**src/rtl/phase_step_controller.sv**
```systemverilog
// Purpose: decode the six-phase one-hot bus into registered per-stage enable strobes.
// Latency: 1 cycle from the sampled phase edge to its strobe; all outputs registered.
// Backpressure: MemReady=0 at Phases[3] stalls in WAIT_MEM (bounded by MAX_WAIT); Halt parks in HALTED.
//
// Ports:
//   inClk, Reset          clock and async active-high reset
//   Phases[5:0]           one-hot phase bus from the phase generator
//   MemReady              memory access done, looked at only on Phases[3]
//   Halt                  halt request, looked at on Phases[5] (enter) and Phases[0] (exit)
//   IrLdEn..PcWrEn        stage strobes for phases 0..5
//   Busy                  RUN or WAIT_MEM
//   PhaseErr, MemTimeout  sticky error flags, cleared only by Reset
//   InstrCount            retired instructions, wraps silently
//
// Build option: define PHASE_CHECK_EN to track the expected phase and trap any
// out-of-sequence, missing or multi-hot phase into ERROR with PhaseErr set.
module phase_step_controller #(
  parameter int CNT_W    = 16,
  parameter int MAX_WAIT = 15
) (
  input  logic             inClk,
  input  logic             Reset,
  input  logic [5:0]       Phases,
  input  logic             MemReady,
  input  logic             Halt,
  output logic             IrLdEn,
  output logic             RegRdEn,
  output logic             AluEn,
  output logic             MemEn,
  output logic             RegWrEn,
  output logic             PcWrEn,
  output logic             Busy,
  output logic             PhaseErr,
  output logic             MemTimeout,
  output logic [CNT_W-1:0] InstrCount
);

  typedef enum logic [2:0] {
    IDLE     = 3'd0,
    RUN      = 3'd1,
    WAIT_MEM = 3'd2,
    HALTED   = 3'd3,
    ERROR    = 3'd4
  } state_t;

  localparam logic [8:0] MAX_WAIT_C = 9'(MAX_WAIT);

  state_t           state, state_nxt;
  logic [7:0]       waitcnt, waitcnt_nxt;
  logic [8:0]       waitcnt_inc;
  logic [5:0]       strobe, strobe_nxt;
  logic             busy_q, busy_nxt;
  logic             memtimeout_q, memtimeout_nxt;
  logic [CNT_W-1:0] count, count_nxt;

`ifdef PHASE_CHECK_EN
  logic [2:0]       expphase, expphase_nxt;
  logic             phaseerr_q, phaseerr_nxt;
`endif

  // one wider so the compare against MAX_WAIT=255 cannot wrap
  assign waitcnt_inc = {1'b0, waitcnt} + 9'd1;

  always_comb begin
    state_nxt      = state;
    waitcnt_nxt    = waitcnt;
    strobe_nxt     = '0;
    count_nxt      = count;
    memtimeout_nxt = memtimeout_q;
`ifdef PHASE_CHECK_EN
    expphase_nxt   = expphase;
    phaseerr_nxt   = phaseerr_q;
`endif

    case (state)
      IDLE: begin
        // resync only on a clean phase 0; a pending halt keeps us parked
        if (Phases == 6'b000001 && !Halt) begin
          strobe_nxt = 6'b000001;
          state_nxt  = RUN;
        end
      end

      RUN: begin
        strobe_nxt = Phases;
        // MemEn still fires on the stalling phase; the stall only blocks what follows
        if (Phases[3] && !MemReady) begin
          state_nxt   = WAIT_MEM;
          waitcnt_nxt = 8'd1;
        end
        if (Phases[5]) begin
          if (Halt) begin
            strobe_nxt[5] = 1'b0;
            state_nxt     = HALTED;
          end else begin
            count_nxt = count + 1'b1;
          end
        end
      end

      WAIT_MEM: begin
        if (Phases[3]) begin
          if (MemReady) begin
            strobe_nxt = 6'b001000;
            state_nxt  = RUN;
          end else begin
            waitcnt_nxt = waitcnt_inc[7:0];
            if (waitcnt_inc >= MAX_WAIT_C) begin
              memtimeout_nxt = 1'b1;
              state_nxt      = ERROR;
            end else begin
              strobe_nxt = 6'b001000;
            end
          end
        end
      end

      HALTED: begin
        if (Phases[0] && !Halt) begin
          strobe_nxt = 6'b000001;
          state_nxt  = RUN;
        end
      end

      ERROR: begin
        state_nxt = ERROR;
      end

      default: begin
        state_nxt = ERROR;
      end
    endcase

`ifdef PHASE_CHECK_EN
    // a sequence fault overrides whatever the state logic decided this cycle
    if (state == RUN || state == WAIT_MEM || state == HALTED) begin
      if (Phases != (6'd1 << expphase)) begin
        state_nxt      = ERROR;
        strobe_nxt     = '0;
        phaseerr_nxt   = 1'b1;
        count_nxt      = count;
        waitcnt_nxt    = waitcnt;
        memtimeout_nxt = memtimeout_q;
      end else begin
        expphase_nxt = (expphase == 3'd5) ? 3'd0 : expphase + 3'd1;
      end
    end else if (state == IDLE && state_nxt == RUN) begin
      expphase_nxt = 3'd1;
    end
`endif
  end

  assign busy_nxt = (state_nxt == RUN) || (state_nxt == WAIT_MEM);

  always_ff @(posedge inClk or posedge Reset) begin
    if (Reset) begin
      state        <= IDLE;
      waitcnt      <= '0;
      strobe       <= '0;
      busy_q       <= 1'b0;
      memtimeout_q <= 1'b0;
      count        <= '0;
`ifdef PHASE_CHECK_EN
      expphase     <= '0;
      phaseerr_q   <= 1'b0;
`endif
    end else begin
      state        <= state_nxt;
      waitcnt      <= waitcnt_nxt;
      strobe       <= strobe_nxt;
      busy_q       <= busy_nxt;
      memtimeout_q <= memtimeout_nxt;
      count        <= count_nxt;
`ifdef PHASE_CHECK_EN
      expphase     <= expphase_nxt;
      phaseerr_q   <= phaseerr_nxt;
`endif
    end
  end

  assign {PcWrEn, RegWrEn, MemEn, AluEn, RegRdEn, IrLdEn} = strobe;
  assign Busy       = busy_q;
  assign MemTimeout = memtimeout_q;
  assign InstrCount = count;
`ifdef PHASE_CHECK_EN
  assign PhaseErr   = phaseerr_q;
`else
  assign PhaseErr   = 1'b0;
`endif

endmodule

```
**config.mk**
```make
export PLATFORM = sky130hd
export DESIGN_NAME = phase_step_controller
export DESIGN_NICKNAME = d
export VERILOG_FILES = /design/src/rtl/phase_step_controller.sv
export SDC_FILE = /design/constraint.sdc
export NUM_CORES = 1
export LEC_CHECK = 0
export ABC_CLOCK_PERIOD_IN_PS = 2700
export CORE_ASPECT_RATIO = 1.25
export CORE_MARGIN = 2
export CORE_UTILIZATION = 50
export DETAILED_ROUTE_END_ITERATION = 8
export PLACE_DENSITY = 0.78
export SKIP_LAST_GASP = 1
export SLEW_MARGIN = 20
export SYNTH_ARGS = -nofsm -noshare
export SYNTH_HDL_FRONTEND = slang
export SYNTH_SLANG_ARGS = --single-unit
```
**constraint.sdc**
```tcl
create_clock -name inClk -period 2.7 [get_ports inClk]
set_input_delay 0.54 -clock inClk [delete_from_list [all_inputs] [get_ports inClk]]
set_output_delay 0.54 -clock inClk [all_outputs]
set_load 0.02 [all_outputs]
```
# Word level (Yosys, flattened, before mapping)
# Index checks and enable logic that the tools add are counted.
[totals] reg_bits=35 input_bits=10 output_inout_bits=25 wordCells=52
[op_classes] n_addsub=2 order_cmp=1 n_eq_ne=9 mux=21 bitwise=2 n_reduce_logical=11
[op_table] op="3-bit two-way mux" count=8
[op_table] op="8-bit two-way mux" count=3
[op_table] op="6-bit case mux with 4 select lines" count=1
[op_table] op="16-bit by 1-bit adder with 16-bit output, second input constant" count=1
[op_table] op="8-bit case mux with 2 select lines" count=1
[op_table] op="4-bit two-way mux" count=3
[op_table] op="3-bit case mux with 4 select lines" count=1
[op_table] op="8-bit by 1-bit adder with 9-bit output, second input constant" count=1
[op_table] op="3-bit by 2-bit equality test with 1-bit output, second input constant" count=3
[op_table] op="9-bit by 4-bit greater-or-equal comparator with 1-bit output, second input constant" count=1
[op_table] op="4-bit AND reduction" count=2
[op_table] op="3-bit by 1-bit equality test with 1-bit output, second input constant" count=2
[op_table] op="6-bit by 1-bit equality test with 1-bit output, second input constant" count=1
[op_table] op="2-bit != test, second input constant" count=3
[op_table] op="1-bit two-way mux" count=4
[op_table] op="1-bit logical AND" count=3
[op_table] op="3-bit zero test" count=1
[op_table] op="3-bit AND reduction" count=1
[op_table] op="1-bit zero test" count=2
[op_table] op="1-bit NOT" count=2
[op_table] op="2-bit nonzero test" count=1
[op_table] op="1-bit logical OR" count=1

# Longest topological paths before layout
[logic_depth] word_depth=8 depth_mapped=8

# Worst setup path before layout
# Ideal clock, no wire load.
[synth_path] path_type="register -> register" startpoint="reg waitcnt[0]" endpoint="reg memtimeout_q, in the netlist MemTimeout" setup_time_ns=0.124 arrival_time_ns=1.806 path_slack_ns=0.769 stages_incl_launch_ff=8 path_buffers=0 period_less_slack_ns=1.931 cell_sequence="dfrtp_1 > ha_1 > and3_4 > nand3_2 > mux2_4 > a211oi_4 > nor2_1 > or2_1"
[synth_via] elab_chain_len=3
[synth_lines] element="from (decl)" line="49" source="logic [7:0] waitcnt, waitcnt_nxt;"
[synth_lines] element="from (signal assigned)" line="169" source="waitcnt <= waitcnt_nxt;"
[synth_lines] element="8-bit by 1-bit adder with 9-bit output" line="62" source="assign waitcnt_inc = {1'b0, waitcnt} + 9'd1;"
[synth_lines] element="9-bit by 4-bit greater-or-equal comparator with 1-bit output" line="108" source="if (waitcnt_inc >= MAX_WAIT_C) begin"
[synth_lines] element="4-bit AND reduction (no source line)"
[synth_lines] element="to (signal assigned)" line="172" source="memtimeout_q <= memtimeout_nxt;"
[synth_lines] element="to (decl)" line="53" source="logic memtimeout_q, memtimeout_nxt;"
# No other way between the ends.
# A chain may end at the register's enable or synchronous reset.

# Worst setup path after layout
# Ends and elaborated chain as after synthesis.

==> results.toml <==
[cells_and_area]
final_util_pct = 64.1
area_delta_synth_final_pct = 25.9
drive_gt1_share_pct = 7.62
fill_cells = 292
n_antenna_cell = 0
nNetsFinal = 223

[synthesis]
avgSynthCellArea_sq_um = 10.0
synth_cells = 174
ys.flop_type = "dfrtp_1"
syn-cell-area_sq_mm = 0.00174
synth.distinct_cells = 41
yosysWarnings = 0
async_flop_share_pct = 100
syn_nets = 187
ys_ff_latch = 35
synth_edf_count = 0
synth-seq-area-share_pct = 50.2

[timing]
tightest_slew_ns = 0.580
fin_skew_ns = 0.00840
slew_viol_final = 0
setup_viol = 0
period_minus_slack_ns = 2.14
hold_viol_final = 0
min_period_over_period_pct = 79.3
fin_ws_ns = 0.560
rsz0062_at_grt = "no"
fin_tns_setup_ns = 0
whs_ns = 0.476
timing.fmax_ghz = 0.467
slew_headroom_pct = 61.3

[cts]
cts_buffer_depth = 2
postCtsSetupBuffers = 0
clk_pin_slew_ns = 0.06
cts.sinks = 35
cts-root-buf = "clkbuf_8"
ctsResizeCount = 0
clk_latency_ns = 0.28
cts_tree = "done"
cts_htree_levels = 2
cts_buffers = 5
cts_hold_buf = 0

[floorplanning]
start_util_pct = 51.0
fp.coreArea_sq_mm = 0.00342
rows = 24
die_width_microns = 56.8
ioPinCount = 35
fp.dieH_microns = 70.0
dieArea_sq_mm = 0.00398

[routing]
drtPass1Iterations = 4
drc = 0
wl_per_cell_microns = 13.7
viasPerCell = 5.46
drt-initial-drc-count = 45
postRouteAntennaNets = 0
vias = 1359
wirelength_microns = 3410

[placed_design]
hpwl_microns = 2590
gp_congestion = 0.944
io_buffer_count = 33
pre_cts_ws_ns = 0.289

[global_routing]
grt_usage_pct = 19.3
grt_max_degree = 36
antenna_found_initial = 0
grt_first_pass_wirelength_microns = 6090
grt_overflow_total = 0
grt_pass1_vias = 1414

[setup_path]
critPathLaunchType = "flip-flop"
critPathArrivalTime_ns = 2.30
critPathKind = "reg -> reg"
worstSetupEndpointType = "flip-flop"
critPathRequiredTime_ns = 2.86
path_max_fanout = 9

[power]
vdd.ir_drop.worst_v = 0.000476
p_leak_nw = 0.997
p_per_area_mw_per_mm2 = 671
finalPower_mw = 1.47

[flow_run]
maxCapViolCount = 0

[min_path]
hp-class = "reg -> reg"

[outcome]
status = "finished clean"
-- flip-flops by register name, indices dropped and copies added (netlist names) --
signal / count
InstrCount: 16
waitcnt: 8
strobe: 6
state: 3
Busy: 1
MemTimeout: 1
-- critical path, stage by stage (launching register included) --
cell       delay, ns
dfrtp_1         0.48
inv_1           0.08
ha_1            0.22
nor2b_1         0.14
a2111oi_0       0.41
a31oi_1         0.13
a211oi_4        0.29
nor2_1          0.07
or2_1           0.22
-- synthesized netlist by cell type, drive strengths merged (2+ instances only) --
cell / count / area share [%]
dfrtp: 35 / 50
nand2: 19 / 4.1
nor2: 18 / 3.9
nand3: 13 / 4.0
o21ai: 12 / 3.4
xor2: 11 / 5.5
xnor2: 8 / 4.0
and3: 5 / 2.1
a21oi: 4 / 1.1
buf: 4 / 1.3
inv: 4 / 0.86
nor2b: 4 / 1.4
and2: 3 / 1.1
ha: 3 / 2.2
nor3: 3 / 0.86
nor3b: 3 / 1.3
clkbuf: 2 / 0.43
mux2: 2 / 1.5
nand4b: 2 / 1.0
o31ai: 2 / 0.86
or2: 2 / 0.72
-- path summary, 6_finish.rpt --
check                            from          to  slack (ns)  cells after the start
setup / recovery           waitcnt[0]  MemTimeout        0.56                      8
hold / removal             MemTimeout  MemTimeout        0.48                      1
setup reg to reg           waitcnt[0]  MemTimeout        0.56                      8
hold reg to reg            MemTimeout  MemTimeout        0.48                      1
max in group asynchronous       Reset  waitcnt[0]        1.74                      3
min in group asynchronous       Reset   strobe[2]        0.65                      3
-- cell families (layout without fill, tap and decap cells) --
family / Yosys count / after routing / synth area share (%)
adder cells (fa/ha/maj): 3 / 3 / 2.15
other: 1 / 1 / 0.215
buffers and inverters: 10 / 46 / 2.58
XOR/XNOR: 19 / 19 / 9.54
multiplexers: 3 / 3 / 2.08
flip-flops: 35 / 35 / 50.2
AND/OR/NAND/NOR: 78 / 78 / 23.5
AO/OA/AOI/OAI: 25 / 25 / 9.68
-- cells in the final DEF (no fill, tap or decap), types with 2 or more instances in the layout --
cell type        count
a21oi_1              4
and2_1               3
and3_1               4
buf_4                2
clkbuf_8             6
clkdlybuf4s50_1     33
dfrtp_1             35
ha_1                 3
inv_1                4
nand2_1             19
nand3_1             12
nand4b_1             2
nor2_1              18
nor2b_1              4
nor3_1               3
nor3b_1              3
o21ai_0             11
o31ai_1              2
or2_1                2
xnor2_1              8
xor2_1              11
-- routing by layer --
metal / GRT usage (%) / share of wire, % / vias to the layer above
met5: 0 / 0 / -
met4: 8.27 / 1.6 / 0
met3: 4.07 / 4.2 / 10
met2: 35.7 / 54 / 31
met1: 20.7 / 40 / 652
li1: - / - / 666
-- stage by stage --
| step | std cells | instance area, sq um |
|---|---|---|
| finish | 249 | 2200 |
| global route | 249 | 2200 |
| CTS | 249 | 2200 |
| detailed placement | 242 | 2110 |
| global placement | 242 | 2110 |
| floorplan | 174 | 1740 |
-- final cells by class --
class	instances	area [sq um]	area share [%]
Sequential cell	35	876	39.9
Tap cell	39	48.8	2.22
Multi-Input combinational cell	129	823	37.5
Inverter	4	15.0	0.684
Timing Repair Buffer	35	345	15.7
Clock inverter	1	5.00	0.228
Clock buffer	6	82.6	3.76
-- report_power, final --
part / switching (mW) / internal, mW / leakage (nW) / total [mW]
combinational: 0.219 / 0.198 / 0.483 / 0.417
clock: 0.168 / 0.200 / 0.0470 / 0.368
sequential: 0.0939 / 0.595 / 0.467 / 0.688
No activity file was read; power rests on OpenSTA's default activity.
